<file path="config.mk">
export PLATFORM = sky130hd
export DESIGN_NAME = countdown_timer
export DESIGN_NICKNAME = d
export VERILOG_FILES = /design/src/rtl/countdown_timer_pkg.sv /design/src/rtl/sub10.sv /design/src/rtl/countdown_timer.sv
export SDC_FILE = /design/constraint.sdc
export NUM_CORES = 1
export LEC_CHECK = 0
export ABC_AREA = 1
export BUFFER_PORTS_ARGS = -buffer_cell sky130_fd_sc_hd__buf_2
export CORE_MARGIN = 5
export CORE_UTILIZATION = 38
export CTS_BUF_LIST = sky130_fd_sc_hd__clkbuf_8
export CTS_CLUSTER_DIAMETER = 80
export DETAILED_ROUTE_END_ITERATION = 12
export GPL_ROUTABILITY_DRIVEN = 1
export SYNTH_ARGS = -nofsm -noshare
export SYNTH_HDL_FRONTEND = slang
export SYNTH_SLANG_ARGS = --single-unit
</file>
<file path="constraint.sdc">
create_clock -name clk -period 1.9 [get_ports clk]
set_input_delay 0.38 -clock clk [delete_from_list [all_inputs] [get_ports clk]]
set_output_delay 0.38 -clock clk [all_outputs]
set_load 0.03 [all_outputs]
</file>
<file path="src/rtl/countdown_timer_pkg.sv">
// Shared types and constants for the countdown timer block.
// The defaults here set the parameter defaults of countdown_timer.
package countdown_timer_pkg;

   localparam int CNT_W    = 9;
   localparam int DEF_STEP = 10;
   localparam int DEF_WARN = 50;

   typedef enum logic [1:0] {
      ST_IDLE,
      ST_RUN,
      ST_PAUSED,
      ST_EXPIRED
   } state_t;

endpackage

</file>
<file path="src/rtl/sub10.sv">
// Saturating unsigned subtractor: d = a - b clamped at zero, borrow flags a < b.
// Purely combinational; the counter register lives in the top.
module sub10
   import countdown_timer_pkg::*;
#(
   parameter int W = CNT_W
) (
   input  logic [W-1:0] a,
   input  logic [W-1:0] b,
   output logic [W-1:0] d,
   output logic         borrow
);

   assign borrow = (a < b);
   // Clamp instead of wrapping so the result never exceeds the previous count.
   assign d      = borrow ? '0 : (a - b);

endmodule

</file>
<file path="src/rtl/countdown_timer.sv">
// Loadable down-counter with pause, warn threshold, underflow borrow pulse and
// an expired state held until the next start.
module countdown_timer
   import countdown_timer_pkg::*;
#(
   parameter int STEP = DEF_STEP,
   parameter int WARN = DEF_WARN
) (
   input  logic             clk,
   input  logic             reset_n,
   input  logic             start,
   input  logic [CNT_W-1:0] load_val,
   input  logic             tick,
   input  logic             pause,
   output logic [CNT_W-1:0] count,
   output logic             borrow,
   output logic             expired,
   output logic             warn
);

   localparam logic [CNT_W-1:0] STEP_V = CNT_W'(STEP);
   localparam logic [CNT_W-1:0] WARN_V = CNT_W'(WARN);

   state_t           state, state_nxt;
   logic [CNT_W-1:0] count_nxt;
   logic [CNT_W-1:0] diff;
   logic             sub_borrow;
   logic             borrow_nxt;

   sub10 #(.W(CNT_W)) u_sub10 (
      .a      (count),
      .b      (STEP_V),
      .d      (diff),
      .borrow (sub_borrow)
   );

   // NOTE: sequential state uses non-blocking assignments so every register
   // samples pre-edge values regardless of process ordering.
   always_ff @(posedge clk or negedge reset_n) begin
      if (!reset_n) begin
         state  <= ST_IDLE;
         count  <= '0;
         borrow <= 1'b0;
      end else begin
         state  <= state_nxt;
         count  <= count_nxt;
         borrow <= borrow_nxt;
      end
   end

   // NOTE: every output of this block is defaulted first, so no path can
   // leave one unassigned and infer a latch.
   always_comb begin
      state_nxt  = state;
      count_nxt  = count;
      borrow_nxt = 1'b0;

      if (start) begin
         // start wins over tick and pause in every state.
         count_nxt = load_val;
         state_nxt = (load_val == '0) ? ST_EXPIRED : ST_RUN;
      end else begin
         case (state)
            ST_IDLE: ;
            ST_RUN: begin
               if (pause) begin
                  state_nxt = ST_PAUSED;
               end else if (tick) begin
                  count_nxt  = diff;
                  borrow_nxt = sub_borrow;
                  // Covers both exact hit (count == STEP) and underflow.
                  if (diff == '0) state_nxt = ST_EXPIRED;
               end
            end
            ST_PAUSED: begin
               if (!pause) state_nxt = ST_RUN;
            end
            ST_EXPIRED: count_nxt = '0;
            default: begin
               state_nxt = ST_IDLE;
               count_nxt = '0;
            end
         endcase
      end
   end

   assign expired = (state == ST_EXPIRED);
   assign warn    = ((state == ST_RUN) || (state == ST_PAUSED)) && (count <= WARN_V);

endmodule

</file>
After elaboration in Yosys (flattened, before gate mapping)
Cells that the tools add are included.
{ "classes": {"eq_ne": 8, "n_lt_le_gt_ge": 2, "n_reduce_logical": 8, "n_div": 0, "n_mux": 16, "n_bitwise": 0, "addsub": 1, "mul": 0, "shift": 0} }
{ "ops": {"columns": ["cell", "n"], "rows": [
  ["$mux W9", 4],
  ["$logic_not A9 Y1", 2],
  ["$pmux W9 S2", 1],
  ["$mux W2", 6],
  ["$le A9 B6 Y1 const B", 1],
  ["$lt A9 B4 Y1 const B", 1],
  ["$ne A3 B3 Y1 const B", 3],
  ["$sub A9 B4 Y9 const B", 1],
  ["$ne A4 B4 Y1 const B", 2],
  ["$reduce_bool A3 Y1", 2],
  ["$eq A2 B2 Y1 const B", 2],
  ["$mux W1", 4],
  ["$pmux W2 S2", 1],
  ["$reduce_and A4 Y1", 1],
  ["$reduce_and A3 Y1", 1],
  ["$eq A2 B1 Y1 const B", 1],
  ["$logic_and A1 B1 Y1", 1],
  ["$logic_or A1 B1 Y1", 1]
]} }
{ "word_totals": {"latchBits": 0, "mem_count": 0, "out_inout_bits": 12, "word_cells": 38, "regBits": 12, "input_bits": 14, "rom_bits": 0, "ramBits": 0} }

Depth between registers and ports, before layout
{ "depth": {"ltp_word": 8, "ltp_mapped": 14, "mapped_depth_nobuf": 14} }

Cells and area by module
Synthesis repeated with hierarchy kept, for this count alone.
{ "unflattened": {"hier_cells": 231, "area_unflattened_um2": 1427.6} }
{ "modules_own_cells": {"columns": ["module", "instances", "area_each_um2", "seq_area_each_um2", "cells_each"], "rows": [
  ["countdown_timer", 1, 838.3, 300.3, 121],
  ["sub10", 1, 589.3, 0.0, 110]
]} }

Worst setup path after synthesis
No wires, ideal clock.
{ "synth_path": {"kind": "register to output", "start": "register count[1]", "end": "output warn", "arrival_ns": 1.716, "n_path_buf": 0, "required_time_ns": 1.520, "path_stages_with_launch": 6, "setup_slack_ns": -0.196, "path_cell_list": "dfrtp_1 inv_1 ha_1 nand2_1 nand4_1 nor3b_1"} }
{ "synth_via": {"elab_chain_cells": 2} }
{ "synth_lines": {"columns": ["element", "line", "text"], "rows": [
  ["from (decl)", "countdown_timer.sv:15", "output logic [CNT_W-1:0] count,"],
  ["from (signal assigned)", "countdown_timer.sv:46", "count <= count_nxt;"],
  ["$le A9 B6 Y1", "countdown_timer.sv:88", "assign warn = ((state == ST_RUN) || (state == ST_PAUSED)) && (count <= WARN_V);"],
  ["$logic_and A1 B1 Y1", "countdown_timer.sv:88", null],
  ["to (decl)", "countdown_timer.sv:18", "output logic warn"]
]} }
No other way between the ends.

Worst setup path after layout
Ends and elaborated chain as after synthesis.

==> flow_metrics.tcl <==
set metrics [dict create \
    required_ns 1.52 \
    core_sq_mm 0.002432 \
    wl_microns 2508 \
    layout_commonest_cell "nand2_1" \
    final_cell_mix "nand2_1, buf_2, inv_1" \
    rr_worst_depth 6 \
    critPathMaxFanout 3 \
    antenna_cells 0 \
    skew_ns 0.001022 \
    hold_viol 0 \
    ys_async_sr_fraction_pct 100.0 \
    grt_max_degree 18 \
    viasPerCell 5.160 \
    die_area_sq_mm 0.003595 \
    grt_pass1_wl_microns 4422 \
    hold_class "input port to asynchronous set/reset pin" \
    crit_chain "inv_2, ha_1, nand2_1, nand4_1, nor3b_2, buf_4" \
    path_buf_inv 2 \
    wl_per_cell_microns 12.93 \
    htreeDepth 1 \
    cpLargestDelayFamily "simple AND/OR/NAND/NOR gates" \
    ys_types 25 \
    antenna_found_initial 0 \
    crit_path_end_kind "output pin" \
    path_depth 6 \
    synth_flop_cell "dfrtp_1" \
    synth_edf_count 0 \
    critPathArrivalTime_ns 1.43 \
    initial_utilization_pct 38.99 \
    place_congestion 0.8814 \
    drt_iter0_drc 22 \
    die_height_microns 59.96 \
    die_x_microns 59.96 \
    syn_area_per_cell_sq_um 7.078 \
    worstSetupPathType "flip-flop to output pin" \
    min_period_ns 1.810 \
    synthCells 134 \
    setup-violations-final 0 \
    grt_pass1_vias 995 \
    netlist_area_sq_um 948.4 \
    start_kind "flip-flop" \
    r2r_setup_slack_ns 0.27 \
    root_buffer "clkbuf_8" \
    r2r_start "state[0]" \
    status "complete, no violations" \
    ys_seq_elements 12 \
    dp_hpwl_microns 2000 \
    ant_nets 0 \
    netlist.area_leader.share_pct 31.66 \
    rr_endpoint "count[5]" \
    rows 18 \
    cts_buffers 3 \
    cts_tree "yes" \
    ys_seq_area_share_pct 31.66 \
    synth_nets 152 \
    ys_warn_count 0 \
    stdcell_count 194 \
    place_inst 188 \
    overflow 0 \
    fin_crit_sh_pct 95.24 \
    setup_ws_ns 0.09040 \
    leakage_uw 0.0006290 \
    grt_usage_pct 16.61 \
    fmax_ghz 0.5526 \
    cp_slowest_cell "dfrtp_1" \
    pre_cts_slack_ns 0.1881 \
    cts_sinks 12 \
    dr.pass1.iters 4 \
    drc 0 \
    nets 183 \
    cts_hold_buf 0 \
    syn_to_final_growth_pct 26.52 \
    clk_pin_slew_worst_paths_ns 0.05 \
    p_per_area_mw_per_mm2 1792 \
    synth.area.top_cells "dfrtp_1, nand2_1, inv_1" \
    drive_gt1_share_pct 29.27 \
    slowest_delay_ns 0.36 \
    cap_viol_max_count 0 \
    port_buffers 25 \
    worstSetupStartpoint "count[1]" \
    slew_headroom_pct 74.71 \
    clock_latency_ns 0.24 \
    worst_pin_slew_ns 0.3758 \
    vdd_drop_max_mv 0.8312 \
    endpoint "warn" \
    synth_top_area_cell "dfrtp_1" \
    finalMaxSlewViolations 0 \
    cts_max_path_buffers 2 \
    vias 1001 \
    io_pins 26 \
]
==> synth_stat cells (2+ instances only) <==
cell and number:
nand4_1 4, a21oi_1 7, ha_1 4, nor2_2 2, nor2_4 2, nand3_1 8, nand2_4 2, nor2_1 10
nand2_1 35, o21ai_1 2, o21ai_0 6, a22oi_1 8, nand2_2 3, nor4_1 3, inv_1 17, dfrtp_1 12
==> layer usage <==
metal	up-vias	global-route usage (%)	share of wire, %
met5	-	0	0
met3	5	1.944	7.0
met4	0	8.544	2.3
met1	456	21.65	41
met2	32	26.70	50
li1	508	-	-
==> report_power, final <==
group / internal, uW / total (uW) / switching, uW
logic: 469 / 1350 / 877
clock network: 183 / 283 / 99.9
registers: 370 / 522 / 152
total: 1020 / 2150 / 1130
==> repair_timing <==
| item | in CTS | in global routing |
|---|---|---|
| endpoints found under the setup margin | 1 | 1 |
| resized for setup | 0 | 3 |
| gates cloned | 0 | 0 |
| buffers inserted | 1 | 1 |
==> cells by family after synthesis <==
kind of cell | after synthesis | synth area share, %
and+or+nand+nor | 72 | 38.26
AOI/OAI and AO/OA | 25 | 15.96
buffers and inverters | 21 | 8.838
DFF | 12 | 31.66
adders and majority gates | 4 | 5.277
==> worst register-to-register path: stages, from the launching register on <==
cell and delay [ns]:
dfrtp_1 0.42, ha_1 0.30, a21oi_1 0.18, o21a_1 0.27, buf_12 0.17, a21oi_1 0.04
a22oi_1 0.18
==> final cells by class <==
cell class | count | area [sq um]
fill | 268 | 1232
multi-input combinational | 101 | 569.3
clock buffer | 4 | 55.05
inverter | 18 | 67.56
tap | 30 | 37.54
sequential | 12 | 300.3
timing repair buffer | 29 | 170.2
==> registers in the layout, indices dropped and copies added, names as in the netlist <==
register	cells
borrow	1
count	9
state	2
==> how the worst min path moves through the flow <==
stage | cells after the start | slack [ns] | endpoint
after floorplan | 0 | 0.08 | borrow
after global routing | 1 | 0.04 | count[5]
after global placement | 1 | 0.28 | count[5]
after detailed placement | 1 | 0.28 | count[5]
after CTS | 1 | 0.02 | count[5]
final | 1 | 0.007 | count[7]
==> metrics by stage <==
stage	utilization [%]	hold slack, ns	setup TNS [ns]	cell area (sq um)	total power (uW)
floorplan	-	0.08441	0	953.4	1490
global placement	46.35	0.2780	0	1127	1824
detailed placement	46.35	0.2792	0	1127	1840
CTS	48.92	0.02038	0	1190	2146
global route	49.33	0.03535	-0.002635	1200	2364
finish	49.33	0.007048	0	1200	2151
No activity file was read; power rests on OpenSTA's default activity.
